$ cat src/rtl/cpu_sequencer.sv
// cpu_sequencer: autonomous front-end controller for the CPU block.
// Holds an 8-entry preload table and a small instruction program. On start it
// walks the preload table in load mode (LO=0), then issues the program one
// instruction per cycle in operate mode (LO=1), and watches the CPU OV flag.
//
// Optional feature: define SEQ_OV_ABORT_EN to end the execute phase early
// when OV is seen; otherwise OV only sets the sticky ov_err flag.
//
// Every CPU-facing output is a register fed from the decoded FSM state, so the
// outputs trail the internal state by one cycle. This is what places the first
// load cycle at start+1 and done at start+8+len+1.
module cpu_sequencer #(
    parameter int unsigned ADDR_W = 4
) (
    input  logic              clk,
    input  logic              reset,
    input  logic              start,
    input  logic              prog_we,
    input  logic [ADDR_W-1:0] prog_addr,
    input  logic [31:0]       prog_wdata,
    input  logic [ADDR_W:0]   prog_len,
    input  logic              pre_we,
    input  logic [2:0]        pre_sel,
    input  logic [31:0]       pre_wdata,
    input  logic              pre_clr,
    input  logic              OV,
    output logic [31:0]       INS,
    output logic [31:0]       ManIn,
    output logic [2:0]        RSM,
    output logic              WR,
    output logic              LO,
    output logic              busy,
    output logic              done,
    output logic              ov_err,
    output logic [ADDR_W-1:0] pc
);

    localparam int unsigned Depth = 2 ** ADDR_W;

    // Largest usable instruction count (2**ADDR_W) and unit constants sized to match.
    localparam logic [ADDR_W:0]   LenMax = {1'b1, {ADDR_W{1'b0}}};
    localparam logic [ADDR_W:0]   LenOne = {{ADDR_W{1'b0}}, 1'b1};
    localparam logic [ADDR_W-1:0] KOne   = {{(ADDR_W-1){1'b0}}, 1'b1};

    typedef enum logic [1:0] {
        StIdle,
        StLoad,
        StExec,
        StDone
    } state_e;

    // ------------------------------------------------------------------
    // Storage
    // ------------------------------------------------------------------
    logic [31:0]       r_mem [Depth];
    logic [31:0]       r_pre [8];
    logic [7:0]        r_valid;

    // ------------------------------------------------------------------
    // FSM state
    // ------------------------------------------------------------------
    state_e            r_state;
    state_e            w_state_next;
    logic [2:0]        r_sel;
    logic [2:0]        w_sel_next;
    logic [ADDR_W-1:0] r_k;
    logic [ADDR_W-1:0] w_k_next;
    logic [ADDR_W:0]   r_len;

    // ------------------------------------------------------------------
    // Output registers and their next values
    // ------------------------------------------------------------------
    logic [31:0]       r_ins;
    logic [31:0]       r_manin;
    logic [2:0]        r_rsm;
    logic              r_wr;
    logic              r_lo;
    logic              r_busy;
    logic              r_done;
    logic              r_ov_err;
    logic [ADDR_W-1:0] r_pc;

    logic [31:0]       w_ins;
    logic [31:0]       w_manin;
    logic [2:0]        w_rsm;
    logic              w_wr;
    logic              w_lo;
    logic              w_busy;
    logic              w_done;
    logic [ADDR_W-1:0] w_pc;

    // ------------------------------------------------------------------
    // Control decode
    // ------------------------------------------------------------------
    logic w_idle;
    logic w_accept;
    logic w_cfg_ok;
    logic w_last_exec;
    logic w_abort;

    // Fully idle only once the registered busy has dropped too, so the visible
    // DONE cycle still counts as busy for start and configuration writes.
    assign w_idle      = (r_state == StIdle) && !r_busy;
    assign w_accept    = w_idle && start;
    // Configuration writes are dropped while busy and on the cycle of an accepted start.
    assign w_cfg_ok    = w_idle && !start;
    assign w_last_exec = ({1'b0, r_k} == (r_len - LenOne));

`ifdef SEQ_OV_ABORT_EN
    // r_wr && r_lo is only true while an EXEC cycle is on the pins.
    assign w_abort = r_wr && r_lo && OV;
`else
    assign w_abort = 1'b0;
`endif

    // Program and preload data memories; not reset.
    always_ff @(posedge clk) begin
        if (w_cfg_ok && prog_we) begin
            r_mem[prog_addr] <= prog_wdata;
        end
        if (w_cfg_ok && pre_we) begin
            r_pre[pre_sel] <= pre_wdata;
        end
    end

    // Preload valid bits; a clear takes priority over a same-cycle write.
    always_ff @(posedge clk or posedge reset) begin
        if (reset) begin
            r_valid <= '0;
        end else if (w_cfg_ok) begin
            if (pre_clr) begin
                r_valid <= '0;
            end else if (pre_we) begin
                r_valid[pre_sel] <= 1'b1;
            end
        end
    end

    // FSM state register with load/exec counters and the latched length.
    always_ff @(posedge clk or posedge reset) begin
        if (reset) begin
            r_state <= StIdle;
            r_sel   <= '0;
            r_k     <= '0;
            r_len   <= '0;
        end else begin
            r_state <= w_state_next;
            r_sel   <= w_sel_next;
            r_k     <= w_k_next;
            if (w_accept) begin
                r_len <= (prog_len > LenMax) ? LenMax : prog_len;
            end
        end
    end

    // FSM next-state logic: IDLE -> LOAD (8 cycles) -> EXEC (len cycles) -> DONE -> IDLE.
    always_comb begin
        w_state_next = r_state;
        w_sel_next   = r_sel;
        w_k_next     = r_k;
        unique case (r_state)
            StIdle: begin
                if (w_accept) begin
                    w_state_next = StLoad;
                    w_sel_next   = '0;
                end
            end
            StLoad: begin
                w_sel_next = r_sel + 3'd1;
                if (r_sel == 3'd7) begin
                    w_k_next     = '0;
                    w_state_next = (r_len == '0) ? StDone : StExec;
                end
            end
            StExec: begin
                if (w_last_exec) begin
                    w_state_next = StDone;
                end else begin
                    w_k_next = r_k + KOne;
                end
            end
            StDone: begin
                w_state_next = StIdle;
            end
            default: begin
                w_state_next = StIdle;
            end
        endcase
        // An abort shows DONE on the pins next cycle, so the FSM itself goes to IDLE.
        if (w_abort) begin
            w_state_next = StIdle;
        end
    end

    // FSM output decode; values land on the pins one cycle later.
    always_comb begin
        w_ins   = '0;
        w_manin = '0;
        w_rsm   = '0;
        w_wr    = 1'b0;
        w_lo    = 1'b0;
        w_busy  = 1'b0;
        w_done  = 1'b0;
        w_pc    = '0;
        unique case (r_state)
            StIdle: begin
                w_busy = 1'b0;
            end
            StLoad: begin
                w_busy  = 1'b1;
                w_rsm   = r_sel;
                w_manin = r_pre[r_sel];
                w_wr    = r_valid[r_sel];
            end
            StExec: begin
                w_busy = 1'b1;
                w_lo   = 1'b1;
                w_wr   = 1'b1;
                w_ins  = r_mem[r_k];
                w_pc   = r_k;
            end
            StDone: begin
                w_busy = 1'b1;
                w_lo   = 1'b1;
                w_done = 1'b1;
            end
            default: begin
                w_busy = 1'b0;
            end
        endcase
        if (w_abort) begin
            w_ins   = '0;
            w_manin = '0;
            w_rsm   = '0;
            w_wr    = 1'b0;
            w_pc    = '0;
            w_lo    = 1'b1;
            w_busy  = 1'b1;
            w_done  = 1'b1;
        end
    end

    // Output registers; ov_err samples OV whenever LO=1 (EXEC and DONE on the pins).
    always_ff @(posedge clk or posedge reset) begin
        if (reset) begin
            r_ins    <= '0;
            r_manin  <= '0;
            r_rsm    <= '0;
            r_wr     <= 1'b0;
            r_lo     <= 1'b0;
            r_busy   <= 1'b0;
            r_done   <= 1'b0;
            r_pc     <= '0;
            r_ov_err <= 1'b0;
        end else begin
            r_ins   <= w_ins;
            r_manin <= w_manin;
            r_rsm   <= w_rsm;
            r_wr    <= w_wr;
            r_lo    <= w_lo;
            r_busy  <= w_busy;
            r_done  <= w_done;
            r_pc    <= w_pc;
            if (w_accept) begin
                r_ov_err <= 1'b0;
            end else if (r_lo && OV) begin
                r_ov_err <= 1'b1;
            end
        end
    end

    assign INS    = r_ins;
    assign ManIn  = r_manin;
    assign RSM    = r_rsm;
    assign WR     = r_wr;
    assign LO     = r_lo;
    assign busy   = r_busy;
    assign done   = r_done;
    assign ov_err = r_ov_err;
    assign pc     = r_pc;

endmodule

$ cat config.mk
export PLATFORM = sky130hd
export DESIGN_NAME = cpu_sequencer
export DESIGN_NICKNAME = d
export VERILOG_FILES = /design/src/rtl/cpu_sequencer.sv
export SDC_FILE = /design/constraint.sdc
export NUM_CORES = 1
export LEC_CHECK = 0
export ABC_CLOCK_PERIOD_IN_PS = 4600
export CORE_UTILIZATION = 45
export DETAILED_ROUTE_END_ITERATION = 16
export PLACE_DENSITY = 0.7
export SLEW_MARGIN = 30
export SYNTH_ARGS = -nofsm -noshare
export SYNTH_HDL_FRONTEND = slang
export SYNTH_SLANG_ARGS = --single-unit
$ cat constraint.sdc
create_clock -name clk -period 4.6 [get_ports clk]
set_input_delay 0.92 -clock clk [delete_from_list [all_inputs] [get_ports clk]]
set_output_delay 0.92 -clock clk [all_outputs]
set_load 0.1 [all_outputs]
# After elaboration in Yosys (flattened, before gate mapping)
# Memory sizes are Yosys's and may differ from the RTL's.
# Index checks and enable logic that the tools add are counted.
totals:
  ram_bits: 768
  mem_count: 2
  out_inout_bits: 76
  word_cells: 85
  input_bits: 83
  ff_bits: 98
memory_table:
  columns: ["name", "depth", "width", "rd", "rd_ports_with_merged_regs", "write_ports", "line", "text"]
  rows:
  - ["r_mem", 16, 32, 1, 0, 1, "55", "logic [31:0] r_mem [Depth];"]
  - ["r_pre", 8, 32, 1, 0, 1, "56", "logic [31:0] r_pre [8];"]
op_classes:
  bitwise_logic: 1
  n_eq_ne: 9
  n_lt_le_gt_ge: 4
  addsub: 3
  reduce_logical: 21
  muxes: 31
op_table:
  columns: ["operator", "n"]
  rows:
  - ["32-bit two-way mux", 2]
  - ["8-bit two-way mux", 2]
  - ["4-bit two-way mux", 3]
  - ["1-bit two-way mux", 11]
  - ["3-bit by 4-bit < comparator with 1-bit output (second input constant)", 2]
  - ["2-bit inequality test (second input constant)", 4]
  - ["8-bit bitwise OR", 1]
  - ["2-bit case mux with 4 select lines", 1]
  - ["4-bit case mux with 2 select lines", 1]
  - ["2-bit nonzero test", 4]
  - ["1-bit logical AND", 7]
  - ["2-bit two-way mux", 3]
  - ["3-bit two-way mux", 2]
  - ["3-bit case mux with 2 select lines", 1]
  - ["3-bit AND reduction", 2]
  - ["4-bit by 5-bit == test with 1-bit output", 1]
  - ["5-bit greater-than comparator (second input constant)", 1]
  - ["5-bit logical NOT", 1]
  - ["5-bit two-way mux", 1]
  - ["5-bit by 1-bit subtractor with 5-bit output (second input constant)", 1]
  - ["4-bit by 1-bit adder with 4-bit output (second input constant)", 1]
  - ["2-bit == test (second input constant)", 2]
  - ["1-bit case mux with 2 select lines", 2]
  - ["2-bit AND reduction", 2]
  - ["other kinds (10)", 11]

# Depth between registers and ports, before layout
# Gate-level depths: netlist (run 1).
depth:
  word_depth: 7
  depth_mapped: 7

# Worst setup path before layout (run 1)
# No wires, ideal clock.
synth_timing:
  path_kind: "input -> register"
  startpoint: "input start"
  endpoint: "memory r_mem[0][0], enable pin"
  setup_time_ns: 0.461
  arrival_time_ns: 3.807
  t_required_ns: 4.139
  path_buffers: 0
  setup_slack_ns: 0.331
  stages: 4
  cell_sequence: "nor2_1 -> nand3_1 -> or3_1 -> nor3_1"
synth_between:
  elab_chain_len: 5
synth_lines:
  columns: ["element", "line", "text"]
  rows:
  - ["from (decl)", "17", "input logic start,"]
  - ["1-bit logical NOT", "106", "assign w_cfg_ok = w_idle && !start;"]
  - ["1-bit logical AND", "106", null]
  - ["1-bit logical AND", "118", "if (w_cfg_ok && prog_we) begin"]
  - ["1-bit two-way mux", "118", null]
  - ["1-bit two-way mux (implied by the code)", "119", "r_mem[prog_addr] <= prog_wdata;"]
  - ["to (decl)", "55", null]
# No other way between the ends.

# Worst setup path in the final report (run 1)
layout_timing:
  startpoint: "register r_ins[0] (netlist: INS[0])"
  endpoint: "output INS[0]"
layout_lines:
  columns: ["element", "line", "text"]
  rows:
  - ["from (decl)", "73", "logic [31:0] r_ins;"]
  - ["from (signal assigned)", "256", "r_ins <= w_ins;"]
  - ["to (decl)", "27", "output logic [31:0] INS,"]
# No word-level cell between the ends.

==> run_results.csv, run 1 <==
group,metric,value,unit
layout,nets,1725,
clock_network,path_clk_slew,0.06,ns
sta,timing_hold_violations_final,0,
floorplan,die_x,271,µm
route,vias,14800,
clock_network,post_cts_buffers,0,
grt,grt_pass1_wl,103,mm
layout,syn_to_final_growth,18.8,%
min_path,hold_path_class,"reg2reg",
yosys,synth_warnings,0,
place,dpl_cell_area,35600,µm²
setup_path,slowest_stage,"clkdlybuf4s50_1",
floorplan,start_util,45.4,%
route,drtIter0Drc,1254,
sta,finalSetupTns,0,ns
sta,whs,0.492,ns
run_status,outcome,"finished clean",
clock_network,cts_resized,0,
yosys,async_flop_share,11.3,%
setup_path,start_kind,"register",
setup_path,worstPathRequired,3.68,ns
yosys,syn_nets,1495,
sta,timing.final.max_slew_violations,0,
floorplan,dieArea,73300,µm²
route,drt_wl_total,68.4,mm
grt,grt_pass1_vias,15900,
pwr,irDropWorstVdd,0.601,mV
setup_path,crit_fanout,1,
yosys,yosys-top-cells-count,"edfxtp_1, mux4_2, dfrtp_1, nor2_1, and2_1",
sta,slew_headroom,32.2,%
yosys,synth.most_common_cell,"edfxtp_1",
route,ant_nets,0,
clock_network,htreeDepth,3,
sta,setup_viol,0,
yosys,yosysTopAreaCell,"edfxtp_1",
setup_path,cp_cell_sequence,"clkdlybuf4s50_1",
setup_path,worst-setup-path-type,"reg2out",
floorplan,rows,98,
layout,design_area,38600,µm²
clock_network,cts_buffer_depth,3,
place,globalplace.congestion,0.791,
sta,tightestPinTransition,1.01,ns
yosys,syn_area,32500,µm²
yosys,synth_seq_cells,866,
clock_network,clockRootBuffer,"clkbuf_16",
yosys,synthDominantCellAreaShare,71.0,%
layout,drive_above_1_share,26.7,%
grt,grt.overflow.total,0,
sta,period_share,68.0,%
setup_path,critPathMaxStageDelay,1.17,ns
pwr,leakage,12.4,nW
setup_path,cp-end-kind,"primary output",
yosys,syn_area_per_cell,23.2,µm²
place,portBuffers,158,
route,viasPerCell,5.59,
flow_run,cap_violations,0,
yosys,synth.area.top_cells,"edfxtp_1, mux4_2, dfrtp_1, mux2i_1, and2_1",
yosys,synth_cells,1403,
setup_path,path_delay_family,"buffers and inverters",
floorplan,top_level_ports,159,
yosys,synthFlopType,"edfxtp_1",
route,drt-wirelength-per-cell,25.7,µm
place,dpl.hpwl,39.6,mm
pwr,powerDensity,589,nW/µm²
clock_network,cts_tree,"yes",
sta,max_freq,320,MHz
setup_path,critPathArrivalTime,2.21,ns
yosys,synth_edf_count,768,
grt,grt_antenna_before_repair,7,
floorplan,fp.coreArea,71500,µm²
yosys,ys_seq_area_share,78.5,%
clock_network,clkSinkCount,866,
grt,grt_max_degree,56,
sta,finalCriticalPeriod,3.13,ns
clock_network,cts_hold_buffers,0,
yosys,synth_cell_type_count,41,
setup_path,critPathBufInv,1,
sta,skew,0.0222,ns
floorplan,die_y,271,µm
sta,rsz0062_at_grt,"false",
route,route.detailed.drc,0,
grt,track_usage,19.0,%
clock_network,numCtsBuffers,87,
clock_network,clock_latency,0.64,ns
route,first_pass_iters,7,
==> power by group <==
group	switching, mW	leakage, nW	total [mW]	internal, mW
Sequential	0.373	8.20	9.31	8.93
Clock	2.92	1.43	7.24	4.32
Combinational	3.81	2.78	6.16	2.36
==> cells in the final DEF (no fill, tap or decap), types with 4 or more instances in the layout <==
master	n
nor2_1	42
nand3_1	4
and2_1	38
edfxtp_1	768
bufinv_16	11
o21a_1	9
clkinvlp_4	8
ha_1	8
nand2_1	12
inv_1	7
clkinv_1	13
clkdlybuf4s50_1	156
nor2_4	18
nand2b_1	11
mux2_2	5
clkbuf_1	14
dfrtp_2	4
a21oi_1	8
mux2i_1	33
clkbuf_8	7
clkinv_2	15
nor3_2	6
dfrtp_1	91
clkbuf_16	90
buf_12	11
o21ai_0	7
mux4_2	226
buf_4	39
==> path summary, 6_finish.rpt <==
path | cells after the start | slack (ns) | endpoint | startpoint
hold reg to reg | 1 | 0.49 | r_valid[7] | r_valid[7]
setup reg to reg | 6 | 1.52 | r_mem[1][18] | r_state[0]
hold / removal | 1 | 0.49 | r_valid[7] | r_valid[7]
max in group asynchronous | 3 | 3.04 | r_sel[0] | reset
min in group asynchronous | 2 | 0.72 | INS[27] | reset
setup / recovery | 1 | 1.47 | INS[0] | INS[0]
==> stage by stage <==
stage / power (mW) / instances / utilization, % / worst slack [ns]
6_report: 22.7 / 2657 / 54.0 / 1.47
5_1_grt: 23.6 / 2656 / 54.0 / 1.29
4_1_cts: 22.9 / 2655 / 54.0 / 1.44
3_5_place_dp: 15.7 / 2493 / 49.8 / 0.958
3_3_place_gp: 15.7 / 2493 / 49.8 / 0.979
2_1_floorplan: 14.1 / 1403 / - / 0.331
==> state kept, by name (all words and copies together) (netlist names) <==
signal	flops
busy	1
r_mem	512
r_state	2
r_k	4
r_len	5
INS	32
r_pre	256
pc	4
r_sel	3
RSM	3
WR	1
ov_err	1
ManIn	32
r_valid	8
LO	1
done	1
==> metal layers <==
| metal | share of wire [%] | global-route usage, % | up-vias | routed length (µm) |
|---|---|---|---|---|
| li1 | - | - | 6287 | - |
| met1 | 41 | 25.3 | 7959 | 27900 |
| met2 | 51 | 31.8 | 467 | 34900 |
| met3 | 6.0 | 4.31 | 117 | 4090 |
| met4 | 2.0 | 4.98 | 12 | 1370 |
| met5 | 0.10 | 0 | - | 70 |
==> logic make-up after synthesis <==
group	Yosys count	share of synthesized area [%]
DFF	866	78.5
muxes	264	16.9
and+or+nand+nor	149	2.30
buffers and inverters	76	1.12
AOI/OAI and AO/OA	33	0.689
adders and majority gates	9	0.347
xor gates and xnor gates	6	0.162
==> area by class of cell <==
type / instances / area, µm²
Fill cell: 5279 / 32900
Tap cell: 950 / 1190
Inverter: 9 / 36.3
Sequential cell: 866 / 25500
Timing Repair Buffer: 208 / 2080
Multi-Input combinational cell: 461 / 6780
Antenna cell: 1 / 2.50
Clock inverter: 51 / 562
Clock buffer: 111 / 2400
Note: power is estimated with default switching activity, not from simulation.
==> run 2, diff against run 1 <==
--- a/config.mk
+++ b/config.mk
@@ -5,10 +5,10 @@
 export SDC_FILE = /design/constraint.sdc
 export NUM_CORES = 1
 export LEC_CHECK = 0
-export ABC_CLOCK_PERIOD_IN_PS = 4600
+export ABC_CLOCK_PERIOD_IN_PS = 2650
 export CORE_UTILIZATION = 45
 export DETAILED_ROUTE_END_ITERATION = 16
-export PLACE_DENSITY = 0.7
+export PLACE_DENSITY = 0.73
 export SLEW_MARGIN = 30
 export SYNTH_ARGS = -nofsm -noshare
 export SYNTH_HDL_FRONTEND = slang
==> constraint.sdc (replaced) <==
create_clock -name clk -period 2.65 [get_ports clk]
set_input_delay 0.53 -clock clk [delete_from_list [all_inputs] [get_ports clk]]
set_output_delay 0.53 -clock clk [all_outputs]
set_load 0.1 [all_outputs]
==> run 2 against run 1 <==
Net effect:
- worst setup slack worse by 1.3 ns
- die area unchanged
- final area increased by 1.2%
- count of clock-buffer cells in the layout up 9
- critical path type is now reg2reg
- critical endpoint is now INS[12]
- largest cell class unchanged
==> run_results.csv, run 2 (synthesis gave the netlist of run 1 again) <==
group,metric,value,unit
pwr,p_total,39.0,mW
layout,final_common_cell,"edfxtp_1",
pwr,powerDensity,997,nW/µm²
floorplan,dieArea,73300,µm²
grt,grt_antenna_before_repair,7,
grt,grt_use_met3,4.34,%
pwr,seq_power_share,41.1,%
setup_path,worstPathRequired,3.17,ns
pwr,power.switching,12.4,mW
sta,rsz0062_at_grt,"false",
route,ant_nets,0,
place,portBuffers,158,
floorplan,start_util,45.4,%
layout,largest_reg_flops,512,
min_path,hold_path_class,"in2async",
setup_path,critPathArrivalTime,2.96,ns
layout,syn_to_final_growth,20.2,%
place,dpl.hpwl,41.3,mm
clock_network,numCtsBuffers,87,
grt,grt.overflow.total,0,
grt,grt_max_degree,70,
clock_network,clkSinkCount,866,
setup_path,start_kind,"register",
layout,nets,1774,
floorplan,die_y,271,µm
grt,grt_pass1_wl,105,mm
setup_path,worst-setup-path-type,"reg2reg",
sta,timing_hold_violations_final,0,
clock_network,cts_resized,0,
route,viasPerCell,5.58,
pwr,p_int,26.6,mW
run_status,outcome,"finished clean",
route,route.detailed.drc,0,
clock_network,htreeDepth,3,
grt,grt_pass1_vias,16200,
sta,max_freq,410,MHz
grt,grt.busiest_layer,"met2",
floorplan,die_x,271,µm
clock_network,clock_latency,0.64,ns
grt,grt_use_met2,32.2,%
layout,drive_above_1_share,32.5,%
layout,final_cell_mix,"edfxtp_1, mux4_2, buf_4, dfrtp_1, clkbuf_16",
pwr,leakage,12.8,nW
sta,finalSetupTns,0,ns
route,vias,15100,
setup_path,regToRegSetupSlack,0.21,ns
setup_path,crit_fanout,21,
sta,slew_headroom,48.2,%
pwr,pwr-share-clk,30.6,%
floorplan,top_level_ports,159,
floorplan,rows,98,
sta,timing.final.max_slew_violations,0,
pwr,p_sw_share,31.8,%
layout,regMostFlops,"r_mem",
floorplan,fp.coreArea,71500,µm²
pwr,p_comb_share,28.3,%
sta,period_share,92.1,%
grt,use_met1,25.3,%
clock_network,clockRootBuffer,"clkbuf_16",
clock_network,cts_buffer_depth,3,
route,drt_wl_total,69.2,mm
setup_path,cp-end-kind,"register",
sta,tightestPinTransition,0.776,ns
clock_network,cts_tree,"yes",
pwr,irDropWorstVdd,1.13,mV
sta,setup_viol,0,
route,drt-wirelength-per-cell,25.6,µm
place,globalplace.congestion,0.779,
clock_network,cts_hold_buffers,0,
grt,track_usage,19.3,%
sta,finalCriticalPeriod,2.44,ns
layout,top_regs,"r_mem: 512 flops, r_pre: 256 flops",
route,drtIter0Drc,1245,
clock_network,path_clk_slew,0.06,ns
clock_network,post_cts_buffers,0,
sta,skew,0.0410,ns
route,first_pass_iters,7,
flow_run,cap_violations,0,
## run 2: cell types whose count changed in the layout (fill, tap and decap cells not counted), moves of 3 or more
cell	delta
nor3_2	-6
bufinv_16	-7
clkinv_2	-4
clkdlybuf4s50_1	-74
buf_4	+94
clkbuf_8	+3
nor3_4	+6
clkbuf_1	+7
buf_12	+31
## run 2: final timing paths
path                               to  startpoint  cells after the start
setup / recovery              INS[12]      r_k[0]                      4
hold / removal              ManIn[28]       reset                      2
setup reg to reg              INS[12]      r_k[0]                      4
min in group clk           r_valid[7]  r_valid[7]                      1
hold reg to reg            r_valid[7]  r_valid[7]                      1
max in group asynchronous     INS[12]       reset                      3
## run 2: worst max-delay path, stage by stage (launching register included)
cell	delay (ns)
dfrtp_4	0.76
buf_12	0.27
mux4_2	0.57
mux4_2	0.54
and2_1	0.18
## run 2: power groups by stage
stage | clock network [mW] | logic, mW | registers, mW
after floorplan | 0 | 5.12 | 19.3
after global placement | 0 | 11.0 | 16.3
after detailed placement | 0 | 11.2 | 16.3
after CTS | 12.2 | 11.2 | 16.0
after global routing | 12.6 | 11.6 | 16.1
final | 11.9 | 11.0 | 16.0
## run 2: routing by layer
| metal | part of all wire, % | wire (µm) | vias up |
|---|---|---|---|
| met4 | 2.6 | 1790 | 12 |
| li1 | - | - | 6383 |
| met2 | 51 | 35300 | 573 |
| met1 | 40 | 27600 | 7997 |
| met3 | 6.5 | 4520 | 125 |
| met5 | 0.11 | 75 | - |
## run 2: final cells by class
type,instances,area (µm²)
Multi-Input combinational cell,461,6820
Clock inverter,42,375
Antenna cell,1,2.50
Timing Repair Buffer,257,2660
Tap cell,950,1190
Fill cell,5204,32400
Sequential cell,866,25500
Inverter,9,37.5
Clock buffer,120,2440
## run 2: stage by stage
step | worst slack [ns] | util, % | area, µm² | hold WS [ns] | std cells
5_1_grt | 0.126 | 54.6 | 39100 | 0.244 | 2705
4_1_cts | 0.190 | 54.6 | 39100 | 0.229 | 2705
6_report | 0.210 | 54.6 | 39100 | 0.252 | 2706
3_5_place_dp | -0.0677 | 50.7 | 36200 | 0.478 | 2543
2_1_floorplan | -0.509 | - | 32600 | 0.459 | 1403
3_3_place_gp | -0.0656 | 50.7 | 36200 | 0.469 | 2543
